<file path="config.mk">
export PLATFORM = sky130hd
export DESIGN_NAME = tpu_host_dma
export DESIGN_NICKNAME = d
export VERILOG_FILES = /design/src/rtl/tpu_dma_pkg.sv /design/src/rtl/tpu_dma_rdq.sv /design/src/rtl/tpu_host_dma.sv
export SDC_FILE = /design/constraint.sdc
export NUM_CORES = 1
export LEC_CHECK = 0
export BUFFER_PORTS_ARGS = -buffer_cell sky130_fd_sc_hd__buf_2
export CORE_MARGIN = 3
export CORE_UTILIZATION = 40
export DETAILED_ROUTE_END_ITERATION = 12
export PLACE_DENSITY_LB_ADDON = 0.2
export SYNTH_ARGS = -nofsm -noshare
export SYNTH_HDL_FRONTEND = slang
export SYNTH_SLANG_ARGS = --single-unit
</file>
<file path="constraint.sdc">
create_clock -name clk -period 5 [get_ports clk]
set_clock_uncertainty 0.15 [all_clocks]
set_input_delay 1 -clock clk [delete_from_list [all_inputs] [get_ports clk]]
set_output_delay 1 -clock clk [all_outputs]
set_load 0.01 [all_outputs]
</file>
<file path="src/rtl/tpu_dma_pkg.sv">
`default_nettype none
// ============================================================================
// tpu_dma_pkg : shared state encoding, size defaults and helpers for the
//               TPU host DMA.
// Rev 1.0
// ============================================================================
package tpu_dma_pkg;

  localparam int AW_DEF = 16;
  localparam int IW_DEF = 32;
  localparam int OW_DEF = 128;

  localparam logic [2:0] ST_IDLE    = 3'd0;
  localparam logic [2:0] ST_LOAD_A  = 3'd1;
  localparam logic [2:0] ST_LOAD_B  = 3'd2;
  localparam logic [2:0] ST_KICK    = 3'd3;
  localparam logic [2:0] ST_WAIT_HI = 3'd4;
  localparam logic [2:0] ST_WAIT_LO = 3'd5;
  localparam logic [2:0] ST_DRAIN   = 3'd6;
  localparam logic [2:0] ST_DONE    = 3'd7;

  typedef enum logic [2:0] {
    S_IDLE    = ST_IDLE,
    S_LOAD_A  = ST_LOAD_A,
    S_LOAD_B  = ST_LOAD_B,
    S_KICK    = ST_KICK,
    S_WAIT_HI = ST_WAIT_HI,
    S_WAIT_LO = ST_WAIT_LO,
    S_DRAIN   = ST_DRAIN,
    S_DONE    = ST_DONE
  } state_t;

  // Number of 4-lane words needed to hold x elements.
  function automatic logic [15:0] ceil4(input logic [7:0] x);
    return (16'(x) + 16'd3) >> 2;
  endfunction

endpackage
`default_nettype wire

</file>
<file path="src/rtl/tpu_dma_rdq.sv">
`default_nettype none
// ============================================================================
// tpu_dma_rdq : C-buffer read issue plus output register (DEPTH=1) or
//               2-entry prefetch FIFO (DEPTH=2) feeding the result stream.
// Rev 1.0
// ============================================================================
module tpu_dma_rdq
  import tpu_dma_pkg::*;
#(
  parameter int AW    = AW_DEF,
  parameter int OW    = OW_DEF,
  parameter int DEPTH = 1
) (
  input  logic          clk,
  input  logic          rst_n,
  input  logic          i_en,
  input  logic [15:0]   i_nc,
  output logic [AW-1:0] o_c_index,
  input  logic [OW-1:0] i_c_data,
  output logic          o_m_valid,
  input  logic          i_m_ready,
  output logic [OW-1:0] o_m_data,
  output logic          o_m_last,
  output logic          o_last_hs
);

  logic [15:0] r_issued;
  logic [15:0] r_popped;
  logic        r_infl;
  logic [1:0]  r_occ;
  logic        w_pop;
  logic        w_issue;
  logic [2:0]  w_level;

  assign o_m_valid = (r_occ != 2'd0);
  assign w_pop     = o_m_valid && i_m_ready;
  // Occupancy the slot will have once this cycle's pop and arriving read settle.
  assign w_level   = {1'b0, r_occ} + {2'b00, r_infl} - {2'b00, w_pop};
  assign w_issue   = i_en && (r_issued < i_nc) && (w_level < 3'(DEPTH));
  // After the final read the address parks on the last row rather than NC.
  assign o_c_index = AW'(((r_issued == i_nc) && (r_issued != 16'd0)) ?
                         (r_issued - 16'd1) : r_issued);
  assign o_m_last  = o_m_valid && (r_popped == (i_nc - 16'd1));
  assign o_last_hs = w_pop && o_m_last;

  always_ff @(posedge clk or negedge rst_n) begin
    if (!rst_n) begin
      r_issued <= 16'd0;
      r_popped <= 16'd0;
      r_infl   <= 1'b0;
      r_occ    <= 2'd0;
    end else if (!i_en) begin
      r_issued <= 16'd0;
      r_popped <= 16'd0;
      r_infl   <= 1'b0;
      r_occ    <= 2'd0;
    end else begin
      r_infl <= w_issue;
      if (w_issue) r_issued <= r_issued + 16'd1;
      if (w_pop)   r_popped <= r_popped + 16'd1;
      r_occ <= r_occ + {1'b0, r_infl} - {1'b0, w_pop};
    end
  end

  generate
    if (DEPTH == 1) begin : g_reg1
      logic [OW-1:0] r_row;
      always_ff @(posedge clk or negedge rst_n) begin
        if (!rst_n)      r_row <= '0;
        else if (r_infl) r_row <= i_c_data;
      end
      assign o_m_data = r_row;
    end else begin : g_fifo2
      logic [OW-1:0] r_mem [2];
      logic          r_wp;
      logic          r_rp;
      always_ff @(posedge clk or negedge rst_n) begin
        if (!rst_n) begin
          r_mem[0] <= '0;
          r_mem[1] <= '0;
          r_wp     <= 1'b0;
          r_rp     <= 1'b0;
        end else if (!i_en) begin
          r_wp <= 1'b0;
          r_rp <= 1'b0;
        end else begin
          if (r_infl) begin
            r_mem[r_wp] <= i_c_data;
            r_wp        <= ~r_wp;
          end
          if (w_pop) r_rp <= ~r_rp;
        end
      end
      assign o_m_data = r_mem[r_rp];
    end
  endgenerate

endmodule
`default_nettype wire

</file>
<file path="src/rtl/tpu_host_dma.sv">
`default_nettype none
// ============================================================================
// tpu_host_dma : host-side loader/drainer for the TPU global buffers.
//                Define TPU_DMA_PREFETCH_EN for the 1 row/cycle prefetch drain.
// Rev 1.0
// ============================================================================
module tpu_host_dma
  import tpu_dma_pkg::*;
#(
  parameter int AW = AW_DEF,
  parameter int IW = IW_DEF,
  parameter int OW = OW_DEF
) (
  input  logic          clk,
  input  logic          rst_n,
  input  logic          i_start,
  input  logic [7:0]    i_cfg_k,
  input  logic [7:0]    i_cfg_m,
  input  logic [7:0]    i_cfg_n,
  input  logic          i_s_valid,
  output logic          o_s_ready,
  input  logic [IW-1:0] i_s_data,
  output logic          o_m_valid,
  input  logic          i_m_ready,
  output logic [OW-1:0] o_m_data,
  output logic          o_m_last,
  output logic          o_done,
  output logic          o_buf_owner,
  output logic          o_tpu_in_valid,
  output logic [7:0]    o_tpu_k,
  output logic [7:0]    o_tpu_m,
  output logic [7:0]    o_tpu_n,
  input  logic          i_tpu_busy,
  output logic          o_a_wr_en,
  output logic          o_b_wr_en,
  output logic [AW-1:0] o_a_index,
  output logic [AW-1:0] o_b_index,
  output logic [IW-1:0] o_a_data_in,
  output logic [IW-1:0] o_b_data_in,
  output logic [AW-1:0] o_c_index,
  input  logic [OW-1:0] i_c_data_out
);

`ifdef TPU_DMA_PREFETCH_EN
  localparam int RDQ_DEPTH = 2;
`else
  localparam int RDQ_DEPTH = 1;
`endif

  state_t        r_state;
  state_t        w_next;
  logic [15:0]   r_cnt;
  logic [15:0]   r_na;
  logic [15:0]   r_nb;
  logic [15:0]   r_nc;
  logic [7:0]    r_k;
  logic [7:0]    r_m;
  logic [7:0]    r_n;
  logic [7:0]    r_tpu_k;
  logic [7:0]    r_tpu_m;
  logic [7:0]    r_tpu_n;
  logic          r_a_wr_en;
  logic          r_b_wr_en;
  logic [AW-1:0] r_a_index;
  logic [AW-1:0] r_b_index;
  logic [IW-1:0] r_a_data;
  logic [IW-1:0] r_b_data;
  logic          r_done;
  logic          w_s_hs;
  logic          w_last_a;
  logic          w_last_b;
  logic          w_zero;
  logic          w_drain_done;

  assign o_s_ready    = (r_state == S_LOAD_A) || (r_state == S_LOAD_B);
  assign w_s_hs       = i_s_valid && o_s_ready;
  assign w_last_a     = (r_cnt == (r_na - 16'd1));
  assign w_last_b     = (r_cnt == (r_nb - 16'd1));
  assign w_zero       = (i_cfg_k == 8'd0) || (i_cfg_m == 8'd0) || (i_cfg_n == 8'd0);

  always_ff @(posedge clk or negedge rst_n) begin
    if (!rst_n) r_state <= S_IDLE;
    else        r_state <= w_next;
  end

  always_comb begin
    w_next = r_state;
    case (r_state)
      S_IDLE:    if (i_start) w_next = w_zero ? S_DONE : S_LOAD_A;
      S_LOAD_A:  if (w_s_hs && w_last_a) w_next = S_LOAD_B;
      S_LOAD_B:  if (w_s_hs && w_last_b) w_next = S_KICK;
      S_KICK:    w_next = S_WAIT_HI;
      S_WAIT_HI: if (i_tpu_busy) w_next = S_WAIT_LO;
      S_WAIT_LO: if (!i_tpu_busy) w_next = S_DRAIN;
      S_DRAIN:   if (w_drain_done) w_next = S_DONE;
      S_DONE:    w_next = S_IDLE;
      default:   w_next = S_IDLE;
    endcase
  end

  always_ff @(posedge clk or negedge rst_n) begin
    if (!rst_n) begin
      r_cnt     <= 16'd0;
      r_na      <= 16'd0;
      r_nb      <= 16'd0;
      r_nc      <= 16'd0;
      r_k       <= 8'd0;
      r_m       <= 8'd0;
      r_n       <= 8'd0;
      r_tpu_k   <= 8'd0;
      r_tpu_m   <= 8'd0;
      r_tpu_n   <= 8'd0;
      r_a_wr_en <= 1'b0;
      r_b_wr_en <= 1'b0;
      r_a_index <= '0;
      r_b_index <= '0;
      r_a_data  <= '0;
      r_b_data  <= '0;
      r_done    <= 1'b0;
    end else begin
      r_a_wr_en <= 1'b0;
      r_b_wr_en <= 1'b0;
      r_done    <= (r_state == S_DONE);
      case (r_state)
        S_IDLE: begin
          if (i_start) begin
            r_k   <= i_cfg_k;
            r_m   <= i_cfg_m;
            r_n   <= i_cfg_n;
            r_na  <= 16'(i_cfg_k) * ceil4(i_cfg_m);
            r_nb  <= 16'(i_cfg_k) * ceil4(i_cfg_n);
            r_nc  <= 16'(i_cfg_m) * ceil4(i_cfg_n);
            r_cnt <= 16'd0;
          end
        end
        S_LOAD_A: begin
          if (w_s_hs) begin
            r_a_wr_en <= 1'b1;
            r_a_index <= AW'(r_cnt);
            r_a_data  <= i_s_data;
            r_cnt     <= w_last_a ? 16'd0 : (r_cnt + 16'd1);
          end
        end
        S_LOAD_B: begin
          if (w_s_hs) begin
            r_b_wr_en <= 1'b1;
            r_b_index <= AW'(r_cnt);
            r_b_data  <= i_s_data;
            r_cnt     <= w_last_b ? 16'd0 : (r_cnt + 16'd1);
            // Dimensions go out together with the kick pulse and stay put.
            if (w_last_b) begin
              r_tpu_k <= r_k;
              r_tpu_m <= r_m;
              r_tpu_n <= r_n;
            end
          end
        end
        default: ;
      endcase
    end
  end

  tpu_dma_rdq #(
    .AW    (AW),
    .OW    (OW),
    .DEPTH (RDQ_DEPTH)
  ) u_rdq (
    .clk       (clk),
    .rst_n     (rst_n),
    .i_en      (r_state == S_DRAIN),
    .i_nc      (r_nc),
    .o_c_index (o_c_index),
    .i_c_data  (i_c_data_out),
    .o_m_valid (o_m_valid),
    .i_m_ready (i_m_ready),
    .o_m_data  (o_m_data),
    .o_m_last  (o_m_last),
    .o_last_hs (w_drain_done)
  );

  assign o_done         = r_done;
  assign o_tpu_in_valid = (r_state == S_KICK);
  assign o_buf_owner    = (r_state == S_KICK) || (r_state == S_WAIT_HI) ||
                          (r_state == S_WAIT_LO);
  assign o_tpu_k        = r_tpu_k;
  assign o_tpu_m        = r_tpu_m;
  assign o_tpu_n        = r_tpu_n;
  assign o_a_wr_en      = r_a_wr_en;
  assign o_b_wr_en      = r_b_wr_en;
  assign o_a_index      = r_a_index;
  assign o_b_index      = r_b_index;
  assign o_a_data_in    = r_a_data;
  assign o_b_data_in    = r_b_data;

endmodule
`default_nettype wire
</file>
==> results.md, run 1 <==
- Unrepaired setup endpoints after global routing: true
- Worst slew pin tran: about 1100 ps
- Most used DFF post-synth: dfrtp_1
- Worst setup EP type: flip-flop
- Die W: between 200 and 250 um
- Finished Core Util: 0.520
- FP Rows: 86
- Failing checks: setup timing
- Commonest cells in the netlist: dfrtp_1 (375), mux2_2 (228), nand2_1 (211)
- CTS root buffer: clkbuf_16
- Cts bufs inserted: 44
- Final GP Congestion: roughly 0.9
- Wirelength per Cell: ~20 um
- Status: complete, but fails checks
- Syn Nets: ~2500
- IO buf count: between 400 and 500
- Die area: 59600 um2
- Layout cells sized above 1: 0.387
- Largest net degree at the start of global routing: 123
- Fin cells: approximately 3400
- Dpl hpwl: between 50 and 60 mm
- Clk buf depth: 3
- Net Sw Power: roughly 6.1 mW
- Fin crit share: 1.02
- Max cap viols: 0
- Nets@finish: between 3000 and 4000
- Setup ws final: -80.2 ps
- Slew Limit Headroom: 0.296
- DP Worst Slack: -760 ps
- CTS H-Tree Depth: 2
- Clock power share: 0.209
- Final-report hold violation count: 0
- Internal power: a little under 10 mW
- Critical path arrival: roughly 5400 ps
- Shortest period the worst path allows: between 5000 and 6000 ps
- Top-level I/O count: 462
- Iter 0 DRT Violations: approximately 1000
- Synth cell types: 70
- CTS tree: yes
- Max-slew violations: 0
- Starting Density: 0.408
- Fin Setup TNS: -203 ps
- Cells after Synth: between 2000 and 2500
- First-pass GRT wire length: around 110 mm
- Syn Area/Cell: 10.7 um2
- Vias per cell: around 5.1
- Gr usage total: 0.226
- Fmax: 0.197 GHz
- Pleak: 14.3 nW
- CP Launch Type: input port
- Post-synth top area share: 0.414
- Async SR Flop Fraction: 1.00
- CTS clock-pin slew for the worst setup and hold paths: about 50 ps
- Antenna diodes: 0
- Area Growth Syn to Fin: 27.5%
- Sink Count: approximately 380
- Overflow after GRT: 0
- Reg2reg setup slack: ~1200 ps
- Vias: between 15000 and 20000
- Reg area: around 9400 um2
- Synth warn: 0
- Number of flops mapped to enable cells by yosys: 0
- Initial antenna violation count: 7
- Vias in the first global route: between 15000 and 20000
- Post-synth top area cell: dfrtp_1
- Pre-antenna DRT Iters: 5
- Seq/Total Area, Yosys: 0.414
- Post-route antenna net violation count: 0
- Worst ir drop on vdd: approximately 290 uV
- Synthesized flop and latch total: 375
- DRC viols: 0
- Die height: around 240 um
- Dpl cells: about 3400
- Final WL: roughly 69 mm
- PD cells: between 500 and 600 nW/um2
- Setup violations, final: 6
- Seq pwr share: 0.316
- Overall power: ~16 mW
- Required @ worst endpoint: around 5300 ps
- Hold crit path type: flip-flop to flip-flop
- Core ar.: between 50000 and 60000 um2
- CP max FO: 5
- Comb pwr share: 0.475
- Mapped Area: between 20000 and 25000 um2
- Worst setup path class: input port to flip-flop
- Top cells by area, synth: dfrtp_1 (41%), mux2_2 (11%), fa_1 (7.8%)
- Sw Ratio: 0.387
- Count leader, synth: dfrtp_1
- Clk_lat worst skew: slightly below 600 ps
- Fill count: 5069
- Area of the multi-input gates: roughly 13000 um2
## placed cells by master, fill, tap and decap left out, types with 31 or more instances in the layout
master     Yosys  final
o21ai_0       72     57
clkbuf_16      0     45
nor3_1        33     31
nor2_1        91     88
xor2_1        61     57
and2_1        68     65
xnor2_1       75     71
buf_2          1    454
a21oi_1       47     33
nor2b_1       72     70
nand2_1      211    199
fa_1          88     86
dfrtp_1      375    374
ha_1         128    115
mux2_2       228    228
buf_4          0    143
inv_1        134    125
## power by group through the flow
stage               Clock, mW  Sequential (mW)  Combinational [mW]
floorplan                   0             5.20                4.18
global placement            0             4.95                7.06
detailed placement          0             5.00                7.17
CTS                      3.38             4.96                7.26
global route             3.49             5.12                8.16
finish                   3.27             4.96                7.46
## per-stage QoR
stage                     instance area [um2]  hold WS [ps]
final                                   28900           322
after global routing                    28900           349
after CTS                               28500           327
after detailed placement                27000           313
after global placement                  27000           307
after floorplan                         23100           292
## timing repair
action / in CTS / in global routing
hold buffers: 0 / 0
gates cloned: 0 / 1
gates resized for setup: 9 / 60
buffers inserted: 1 / 12
endpoints found under the hold margin: 0 / 0
endpoints found under the setup margin: 11 / 20
pin swaps: 11 / 41
## sequential cells by signal, summed over array words and instances, names as in the netlist, 2 cells and up
name	flops
u_rdq.o_m_data	128
o_a_data_in	32
o_b_data_in	32
o_a_index	16
o_b_index	16
r_cnt	16
r_nb	16
u_rdq.r_issued	16
u_rdq.r_popped	16
r_na	15
r_nc	15
o_tpu_k	8
o_tpu_m	8
o_tpu_n	8
r_k	8
r_m	8
r_n	8
r_state	3
u_rdq.r_occ	2
## routing by layer
metal,part of all wire,global-route usage
met1,0.43,0.296
met2,0.49,0.384
met3,0.048,0.0380
met4,0.031,0.0718
met5,0.00083,0
## final timing paths
| path | endpoint | startpoint | cells after the start |
|---|---|---|---|
| worst min-delay path | r_n[1]$_DFFE_PN0P_ | r_n[1]$_DFFE_PN0P_ | 2 |
| worst max-delay path | r_nb[14]$_DFFE_PN0P_ | i_cfg_n[0] | 22 |
| worst max register to register | o_tpu_n[3]$_DFFE_PN0P_ | r_nb[0]$_DFFE_PN0P_ | 9 |
| max in group asynchronous | u_rdq.r_issued[6]$_DFFE_PN0P_ | rst_n | 2 |
| worst min register to register | r_n[1]$_DFFE_PN0P_ | r_n[1]$_DFFE_PN0P_ | 2 |
| min in group asynchronous | r_k[4]$_DFFE_PN0P_ | rst_n | 1 |
## kinds of logic after synthesis
kind of cell	share of synthesized area
compound gates	0.0662
xor+xnor	0.0535
fa+ha+maj	0.148
buf+inv	0.0413
flops	0.414
mux	0.131
simple gates	0.146
## area by class of cell
cell class / instances / area share
multi-input combinational: 1495 / 0.449
clock buffer: 66 / 0.0445
inverter: 135 / 0.0177
timing repair buffer: 614 / 0.124
sequential: 375 / 0.325
clock inverter: 15 / 0.00714
tap: 748 / 0.0324
## critical path: stages
cell and delay (ps):
buf_8 80, nor2_4 40, nor2b_4 130, nand3_4 90, nor2_4 170, nand2_2 80
xnor2_2 230, buf_6 170, buf_4 120, nand2_2 50, fa_1 500, fa_1 430
fa_1 500, inv_1 50, fa_1 510, ha_4 220, a21oi_4 150, o21ai_2 80
a211o_1 330, a21oi_2 150, mux2i_1 210, nand3_1 80
(Power assumes the default switching activity.)
==> inputs of run 2 (changes only) <==
--- a/config.mk
+++ b/config.mk
@@ -9,7 +9,8 @@
 export CORE_MARGIN = 3
 export CORE_UTILIZATION = 40
 export DETAILED_ROUTE_END_ITERATION = 12
-export PLACE_DENSITY_LB_ADDON = 0.2
+export GPL_ROUTABILITY_DRIVEN = 0
+export PLACE_DENSITY = 0.61
 export SYNTH_ARGS = -nofsm -noshare
 export SYNTH_HDL_FRONTEND = slang
 export SYNTH_SLANG_ARGS = --single-unit
==> results.md, run 2 (synthesized netlist as in run 1, its figures left out) <==
- Final hold slack: 325 ps
- Max-slew violations: 0
- IO buf count: about 460
- Setup violations, final: 2
- Max reg flops: roughly 130
- PD cells: roughly 550 nW/um2
- Clk buf depth: 3
- Vias per cell: between 5 and 6
- Layout cells sized above 1: 0.394
- Shortest period the worst path allows: just over 5000 ps
- Wirelength per Cell: 20.7 um
- Die area: 59600 um2
- CP Launch Type: input port
- Largest net degree at the start of global routing: about 110
- Initial antenna violation count: 19
- Worst slew pin tran: approximately 1200 ps
- CP Cell Sequence: buf_8 > nor2_4 > nor2b_4 > nand3_4 > nor2_4 > buf_6 > xor2_4 > buf_6 > nand2_1 > fa_1 > fa_1 > fa_1 > inv_1 > fa_1 > ha_4 > a21oi_4 > o21ai_2 > a211o_1 > a21oi_2 > mux2i_1 > nand3_1
- Pleak: 14.5 nW
- Reg2reg setup slack: slightly above 1000 ps
- Worst ir drop on vdd: 439 uV
- CTS H-Tree Depth: 2
- Core ar.: roughly 56000 um2
- Setup ws final: -58.7 ps
- Iter 0 DRT Violations: ~920
- CP peak stage delay: about 560 ps
- CTS root buffer: clkbuf_16
- Max cap viols: 0
- Final WL: about 72 mm
- Area Growth Syn to Fin: 28.6%
- Top-level I/O count: 462
- Status: complete, but fails checks
- Hold crit path type: input port to async pin
- Failing checks: setup timing
- Fin crit share: 1.01
- Starting Density: 0.408
- Worst setup path class: input port to flip-flop
- Gr usage total: 0.236
- Clk_lat worst skew: just under 600 ps
- Overflow after GRT: 0
- Critical path arrival: ~5400 ps
- Unrepaired setup endpoints after global routing: true
- Die height: about 240 um
- Fin Setup TNS: -73.9 ps
- CTS tree: yes
- Slew Limit Headroom: 0.225
- Required @ worst endpoint: between 5000 and 6000 ps
- Sink Count: 375
- Post-CTS Hold Fix Bufs: 0
- Dpl hpwl: between 50 and 60 mm
- Vias in the first global route: between 15000 and 20000
- CTS clock-pin slew for the worst setup and hold paths: approximately 60 ps
- Vias: between 15000 and 20000
- Nets@finish: ~3100
- Pre-antenna DRT Iters: 5
- DRC viols: 0
- Die W: roughly 240 um
- Worst path most repeated cell: fa_1
- Post-route antenna net violation count: 0
- Final-report hold violation count: 0
- Cts bufs inserted: 44
- Commonest non-fill, non-tap cell in the layout: buf_2
- Most frequent cells in the layout: buf_2 (455), dfrtp_1 (374), mux2_2 (228)
- Fmax: 0.198 GHz
- First-pass GRT wire length: between 100 and 150 mm
- Slowest stage cell on the critical path: fa_1
- Worst setup EP type: flip-flop
- FP Rows: 86
- CP max FO: 6
[run 2: changes by cell type in the layout (fill, tap and decap cells not counted), sizes merged]
| cell | previous run | this run |
|---|---|---|
| buf | 614 | 626 |
| bufinv | 3 | 6 |
| clkbuf | 66 | 61 |
| clkinv | 8 | 7 |
| clkinvlp | 2 | 3 |
| diode | 0 | 3 |
[run 2: final timing paths]
path | endpoint | depth (start not counted) | startpoint
worst min register to register | r_k[2]$_DFFE_PN0P_ | 2 | r_k[2]$_DFFE_PN0P_
min in group clk | r_k[2]$_DFFE_PN0P_ | 2 | r_k[2]$_DFFE_PN0P_
max in group asynchronous | u_rdq.r_infl$_DFF_PN0_ | 2 | rst_n
worst max-delay path | r_nb[14]$_DFFE_PN0P_ | 21 | i_cfg_n[1]
worst max register to register | o_tpu_k[3]$_DFFE_PN0P_ | 9 | r_nb[0]$_DFFE_PN0P_
worst min-delay path | o_tpu_k[3]$_DFFE_PN0P_ | 1 | rst_n
[run 2: power breakdown]
| part | internal, mW | total, mW | switching [mW] |
|---|---|---|---|
| Clock | 2.15 | 3.51 | 1.36 |
| Sequential | 4.16 | 4.96 | 0.797 |
| Combinational | 3.56 | 7.57 | 4.02 |
| Total | 9.87 | 16.0 | 6.18 |
[run 2: area by class of cell]
cell class | count | area [um2]
Inverter | 135 | 514
Clock buffer | 61 | 1310
Fill cell | 4960 | 26500
Clock inverter | 18 | 285
Timing Repair Buffer | 626 | 3680
Multi-Input combinational cell | 1495 | 13100
Tap cell | 748 | 936
Antenna cell | 3 | 7.51
Sequential cell | 375 | 9390
[run 2: per-layer routing]
metal / vias to the layer above / part of all wire / global-route usage
met3: 160 / 0.062 / 0.0588
met4: 22 / 0.045 / 0.0973
met5: - / 0.0019 / 0
met2: 542 / 0.48 / 0.400
met1: 8845 / 0.41 / 0.286
li1: 8321 / - / -
[run 2: metrics by stage]
stage          cells  utilization  power, mW  worst slack [ps]  area, um2
2_1_floorplan   2111            -       9.38              -439      23100
3_3_place_gp    3359        0.486       12.1              -645      27000
3_5_place_dp    3359        0.486       12.3              -791      27000
4_1_cts         3445        0.517       15.9             -31.4      28800
5_1_grt         3460        0.524       17.1              -197      29200
6_report        3461        0.524       16.0             -58.7      29200
[run 2: what timing repair did]
item                       in CTS  in global routing
cloned                          0                  1
setup buffers                   8                 13
hold endpoints to repair        0                  0
gates resized for setup        16                 65
setup endpoints to repair       8                 16
pin swaps                      20                 38
[run 2: worst max-delay path, delay by kind of cell]
| kind | cells | cell delay (ps) |
|---|---|---|
| and+or+nand+nor | 6 | 610 |
| xor gates and xnor gates | 1 | 160 |
| AOI/OAI and AO/OA | 4 | 730 |
| muxes | 1 | 200 |
| adders and majority gates | 5 | 2260 |
| buffers and inverters | 4 | 410 |
